$ cat src/rtl/code842m1_to_bcd_deserializer_pkg.sv
// Shared types and the 84-2-1' digit decode function for the 84-2-1' -> BCD deserializer.
package code_conv_pkg;

    typedef logic [3:0] code842_t;
    typedef logic [3:0] bcd_t;

    typedef enum logic [0:0] {
        COLLECT = 1'b0,
        HOLD    = 1'b1
    } conv_state_e;

    localparam bcd_t BCD_INVALID = 4'hF;

    typedef struct packed {
        bcd_t bcd;
        logic err;
    } dec_t;

    // Weights 8,4,-2,-1; the six codes whose weighted sum falls outside 0..9 are flagged.
    function automatic dec_t decode_842m1(input code842_t code);
        dec_t r;
        case (code)
            4'b0000: r = '{bcd: 4'd0, err: 1'b0};
            4'b0100: r = '{bcd: 4'd4, err: 1'b0};
            4'b0101: r = '{bcd: 4'd3, err: 1'b0};
            4'b0110: r = '{bcd: 4'd2, err: 1'b0};
            4'b0111: r = '{bcd: 4'd1, err: 1'b0};
            4'b1000: r = '{bcd: 4'd8, err: 1'b0};
            4'b1001: r = '{bcd: 4'd7, err: 1'b0};
            4'b1010: r = '{bcd: 4'd6, err: 1'b0};
            4'b1011: r = '{bcd: 4'd5, err: 1'b0};
            4'b1111: r = '{bcd: 4'd9, err: 1'b0};
            default: r = '{bcd: BCD_INVALID, err: 1'b1};
        endcase
        return r;
    endfunction

endpackage

$ cat src/rtl/code842m1_to_bcd_deserializer_digit_decode.sv
// Combinational single-digit 84-2-1' to BCD decoder with invalid-code flag.
module code842m1_digit_decode
    import code_conv_pkg::*;
(
    input  code842_t i_code,
    output bcd_t     o_bcd,
    output logic     o_err
);

    dec_t w_dec;

    assign w_dec = decode_842m1(i_code);
    assign o_bcd = w_dec.bcd;
    assign o_err = w_dec.err;

endmodule

$ cat src/rtl/code842m1_to_bcd_deserializer.sv
// Packs DIGITS decoded 84-2-1' digits into one BCD word (first digit in MSBs) behind
// valid/ready handshakes on both sides, with per-word error flag and saturating error count.
module code842m1_to_bcd_deserializer
    import code_conv_pkg::*;
#(
    parameter int DIGITS = 4,
    parameter int ERR_CW = 8
) (
    input  logic                  clk,
    input  logic                  rst_n,
    input  logic                  enb,
    input  logic                  in_valid,
    output logic                  in_ready,
    input  logic [3:0]            in_code,
    output logic                  out_valid,
    input  logic                  out_ready,
    output logic [4*DIGITS-1:0]   out_bcd,
    output logic                  out_err,
    output logic [ERR_CW-1:0]     err_count
);

    localparam int                IDXW     = (DIGITS > 1) ? $clog2(DIGITS) : 1;
    localparam logic [IDXW-1:0]   LAST_IDX = IDXW'(DIGITS - 1);
    localparam logic [ERR_CW-1:0] ERR_MAX  = {ERR_CW{1'b1}};

    conv_state_e            r_state;
    conv_state_e            w_state_next;
    logic [IDXW-1:0]        r_idx;
    logic [4*DIGITS-1:0]    r_acc;
    logic                   r_acc_err;
    logic [4*DIGITS-1:0]    r_out_bcd;
    logic                   r_out_err;
    logic                   r_out_valid;
    logic [ERR_CW-1:0]      r_err_count;

    bcd_t                   w_bcd;
    logic                   w_err;
    logic                   w_in_ready;
    logic                   w_accept;
    logic                   w_last;
    logic [4*DIGITS-1:0]    w_acc_next;

    code842m1_digit_decode u_decode (
        .i_code (in_code),
        .o_bcd  (w_bcd),
        .o_err  (w_err)
    );

    // rst_n gates in_ready so nothing is offered as accepted while the block is held in reset.
    assign w_in_ready = rst_n & enb & (r_state == COLLECT);
    assign w_accept   = in_valid & w_in_ready;
    assign w_last     = (r_idx == LAST_IDX);

    assign in_ready   = w_in_ready;
    assign out_valid  = r_out_valid;
    assign out_bcd    = r_out_bcd;
    assign out_err    = r_out_err;
    assign err_count  = r_err_count;

    // Accumulator with the incoming digit written into the lane selected by the index.
    always_comb begin
        w_acc_next = r_acc;
        for (int i = 0; i < DIGITS; i++) begin
            if (r_idx == IDXW'(i)) begin
                w_acc_next[4*(DIGITS-1-i) +: 4] = w_bcd;
            end else begin
                w_acc_next[4*(DIGITS-1-i) +: 4] = r_acc[4*(DIGITS-1-i) +: 4];
            end
        end
    end

    // FSM state register.
    always_ff @(posedge clk or negedge rst_n) begin
        if (!rst_n) begin
            r_state <= COLLECT;
        end else begin
            r_state <= w_state_next;
        end
    end

    // FSM next-state: complete word moves to HOLD, output handshake returns to COLLECT.
    always_comb begin
        w_state_next = r_state;
        case (r_state)
            COLLECT: begin
                if (w_accept && w_last) begin
                    w_state_next = HOLD;
                end else begin
                    w_state_next = COLLECT;
                end
            end
            HOLD: begin
                if (r_out_valid && out_ready) begin
                    w_state_next = COLLECT;
                end else begin
                    w_state_next = HOLD;
                end
            end
            default: w_state_next = COLLECT;
        endcase
    end

    // Word assembly and output holding register.
    always_ff @(posedge clk or negedge rst_n) begin
        if (!rst_n) begin
            r_idx       <= '0;
            r_acc       <= '0;
            r_acc_err   <= 1'b0;
            r_out_bcd   <= '0;
            r_out_err   <= 1'b0;
            r_out_valid <= 1'b0;
        end else begin
            case (r_state)
                COLLECT: begin
                    if (!enb) begin
                        r_idx     <= '0;
                        r_acc     <= '0;
                        r_acc_err <= 1'b0;
                    end else if (w_accept && w_last) begin
                        r_out_bcd   <= w_acc_next;
                        r_out_err   <= r_acc_err | w_err;
                        r_out_valid <= 1'b1;
                        r_idx       <= '0;
                        r_acc       <= '0;
                        r_acc_err   <= 1'b0;
                    end else if (w_accept) begin
                        r_acc     <= w_acc_next;
                        r_acc_err <= r_acc_err | w_err;
                        r_idx     <= r_idx + IDXW'(1);
                    end
                end
                HOLD: begin
                    if (r_out_valid && out_ready) begin
                        r_out_valid <= 1'b0;
                    end
                end
                default: begin
                    r_out_valid <= 1'b0;
                end
            endcase
        end
    end

    // Saturating count of accepted invalid digits; independent of enb and word discards.
    always_ff @(posedge clk or negedge rst_n) begin
        if (!rst_n) begin
            r_err_count <= '0;
        end else if (w_accept && w_err && (r_err_count != ERR_MAX)) begin
            r_err_count <= r_err_count + ERR_CW'(1);
        end
    end

endmodule
$ cat config.mk
export PLATFORM = sky130hd
export DESIGN_NAME = code842m1_to_bcd_deserializer
export DESIGN_NICKNAME = d
export VERILOG_FILES = /design/src/rtl/code842m1_to_bcd_deserializer_pkg.sv /design/src/rtl/code842m1_to_bcd_deserializer_digit_decode.sv /design/src/rtl/code842m1_to_bcd_deserializer.sv
export SDC_FILE = /design/constraint.sdc
export NUM_CORES = 1
export LEC_CHECK = 0
export ABC_AREA = 1
export CORE_MARGIN = 10
export CORE_UTILIZATION = 57
export DETAILED_ROUTE_END_ITERATION = 6
export PLACE_DENSITY_LB_ADDON = 0.12
export SLEW_MARGIN = 10
export SYNTH_ARGS = -nofsm -noshare
export SYNTH_HDL_FRONTEND = slang
export SYNTH_SLANG_ARGS = --single-unit
$ cat constraint.sdc
create_clock -name clk -period 2.3 [get_ports clk]
set_input_delay 0.345 -clock clk [delete_from_list [all_inputs] [get_ports clk]]
set_output_delay 0.345 -clock clk [all_outputs]
set_load 0.005 [all_outputs]
==> summary.md <==
| Metric | Value |
|---|---|
| Status | `complete, no violations` |
| CP max FO | `8` |
| Crit start category | `input port` |
| Setup_tns | `0 ns` |
| Final period util | `91.5%` |
| Largest net degree at the start of global routing | `38` |
| Layout Cells excl Fill | `371` |
| Fin crit period | `2.10 ns` |
| Cell Area, Synth | `2190 um^2` |
| GRT Overall Usage | `16.1%` |
| Initial DRC Count | `130` |
| Placed inst area | `2580 um^2` |
| Share of layout cells above drive strength 1 | `9.91%` |
| Max_cap viols | `0` |
| Post-synthesis net count | `299` |
| CTS resizes | `0` |
| Critical Path Sink Type | `output pin` |
| H-tree levels | `2` |
| Root Buffer | `clkbuf_8` |
| Area grow syn2layout | `22.1%` |
| Core Rows | `22` |
| Hold Vio Cnt, Final | `0` |
| Antenna-violating nets left | `0` |
| Commonest cells after routing, fill and taps aside | `nand2_1, dfrtp_1, nand3_1, clkdlybuf4s50_1, inv_1` |
| Vias per cell | `5.11` |
| Worst Path Required | `1.96 ns` |
| DIE AREA | `6720 um^2` |
| Commonest non-fill, non-tap cell in the layout | `nand2_1` |
| Cells after Synth | `281` |
| Synth Area per Inst | `7.79 um^2` |
| TritonCTS clock tree | `done` |
| Initial core utilization | `59.4%` |
| DRC | `0` |
| Antenna cell count | `0` |
| Max frequency | `475 MHz` |
| Initial antenna violation count | `0` |
| Critical Path AT | `1.76 ns` |
| Design area | `2670 um^2` |
| Hold WC Path Type | `in2async` |
| Pre-CTS setup slack | `0.167 ns` |
| Worst vdd ir | `0.396 mV` |
| Nets | `340` |
| Fillers | `285` |
| Via count | `1896` |
| CTS Hold Buffers Added | `1` |
| Multi-input gate area | `1000 um^2` |
| Dpl hpwl | `3590 um` |
| Register area | `1050 um^2` |
| Final setup violation count | `0` |
| Skew-Pair Late Insertion Delay | `0.30 ns` |
| Drt wl/cell | `13.4 um` |
| CP Class | `in2out` |
| Number of synthesized register bits | `42` |
| Core area | `3690 um^2` |
| Yosys warns | `0` |
| Gr ovfl total | `0` |
| Die height | `82.0 um` |
| Reg clk slew, reported paths | `0.09 ns` |
| Worst Tran Pin Value | `0.453 ns` |
| Die width | `82.0 um` |
| RSZ-0062 raised after global routing | `false` |
| Dpl cells | `362` |
| Final WS setup | `0.196 ns` |
| Slew Limit Fails | `0` |
| GPL Wtd Cong | `0.790` |
| Register area share after synthesis | `48.0%` |
| Setup Skew | `0.0110 ns` |
| Routed WL | `4960 um` |
| First-pass GRT wire length | `8420 um` |
| Slew headroom | `69.8%` |
| Vias in the first global route | `1853` |
| Port-buffer cells | `35` |
| I/O pins | `36` |
| Drt pass-1 iters | `4` |
| Power density cells | `608 nW/um^2` |
| LEAKAGE | `1.40 nW` |
| Number of buffers created by CTS | `5` |
| CTS sink cnt | `42` |
| Netlist cell types | `22` |
| Clock Path Buffers | `2` |
| Reg2Reg Depth | `5` |
| Total setup buffers inserted after CTS | `0` |
==> sequential cells by signal (all words and copies together) (netlist names) <==
register   flops
r_acc         12
r_state        1
r_acc_err      1
out_bcd       16
out_err        1
err_count      8
r_idx          2
out_valid      1
==> synth_stat cells <==
cell type  number  area (um^2)
o21ai_0         9         45.0
buf_4           1         7.51
nand2_2         1         6.26
ha_1            9          113
buf_6           2         22.5
dfrtp_1        42         1050
or2_0           1         6.26
nor2_2          2         12.5
xor2_1          1         8.76
nor2_1         10         37.5
inv_2           4         15.0
o21ai_2         2         17.5
xnor2_1         2         17.5
o21ai_1         3         15.0
nand3_1        36          180
buf_2           2         10.0
or2_2          10         62.6
inv_1          22         82.6
nand4_2         1         12.5
nand2_1       116          435
a21oi_1         4         20.0
nor2_4          1         11.3
==> path summary, 6_finish.rpt <==
kind	startpoint	end	slack (ns)
max reg2reg	r_idx[0]$_DFFE_PN0P_	out_bcd[4]$_DFFE_PN0P_	0.86
min	rst_n	err_count[6]$_DFFE_PN0P_	0.40
max	rst_n	in_ready	0.20
min in group clk	out_bcd[0]$_DFFE_PN0P_	out_bcd[0]$_DFFE_PN0P_	0.48
min reg2reg	out_bcd[0]$_DFFE_PN0P_	out_bcd[0]$_DFFE_PN0P_	0.48
max in group asynchronous	rst_n	r_acc[6]$_DFFE_PN0P_	1.21
==> cell type report <==
cell class                 instances  area share (%)
clock buffer                       6            2.71
sequential                        42            39.3
tap                               48            2.25
inverter                          26            3.65
clock inverter                     2           0.515
timing repair buffer              39            14.1
multi-input combinational        208            37.4
==> power by group <==
group	internal [mW]	switching, mW
Combinational	0.150	0.158
Sequential	0.788	0.0497
Clock	0.214	0.264
Total	1.15	0.472
==> worst max-delay path, cell delays in order <==
cell and delay, ns:
dlygate4sd3_1 0.52, buf_2 0.20, nand3_1 0.13, inv_1 0.07
clkdlybuf4s50_1 0.49
==> per-stage QoR <==
stage	hold WS [ns]	utilization (%)	total power [mW]
final	0.399	72.5	1.62
after global routing	0.427	72.5	1.71
after CTS	0.399	72.5	1.63
after detailed placement	0.195	69.9	1.16
after global placement	0.193	69.9	1.15
after floorplan	0.0494	-	1.01
==> kinds of logic (layout without fill, tap and decap cells) <==
family / Yosys count / count (layout) / synth area share, %
xor+xnor: 3 / 3 / 1.20
fa+ha+maj: 9 / 9 / 5.14
simple gates: 178 / 178 / 34.9
compound gates: 18 / 18 / 4.46
flops: 42 / 42 / 48.0
buf+inv: 31 / 73 / 6.29
==> metal layers <==
metal  vias up  global-route usage [%]  part of all wire, %
met5         -                       0                    0
met4         0                    7.48                  2.6
met3        12                    5.90                  8.1
met2        48                    26.8                   48
met1       877                    18.1                   42
li1        959                       -                    -
No activity file was read; power rests on OpenSTA's default activity.
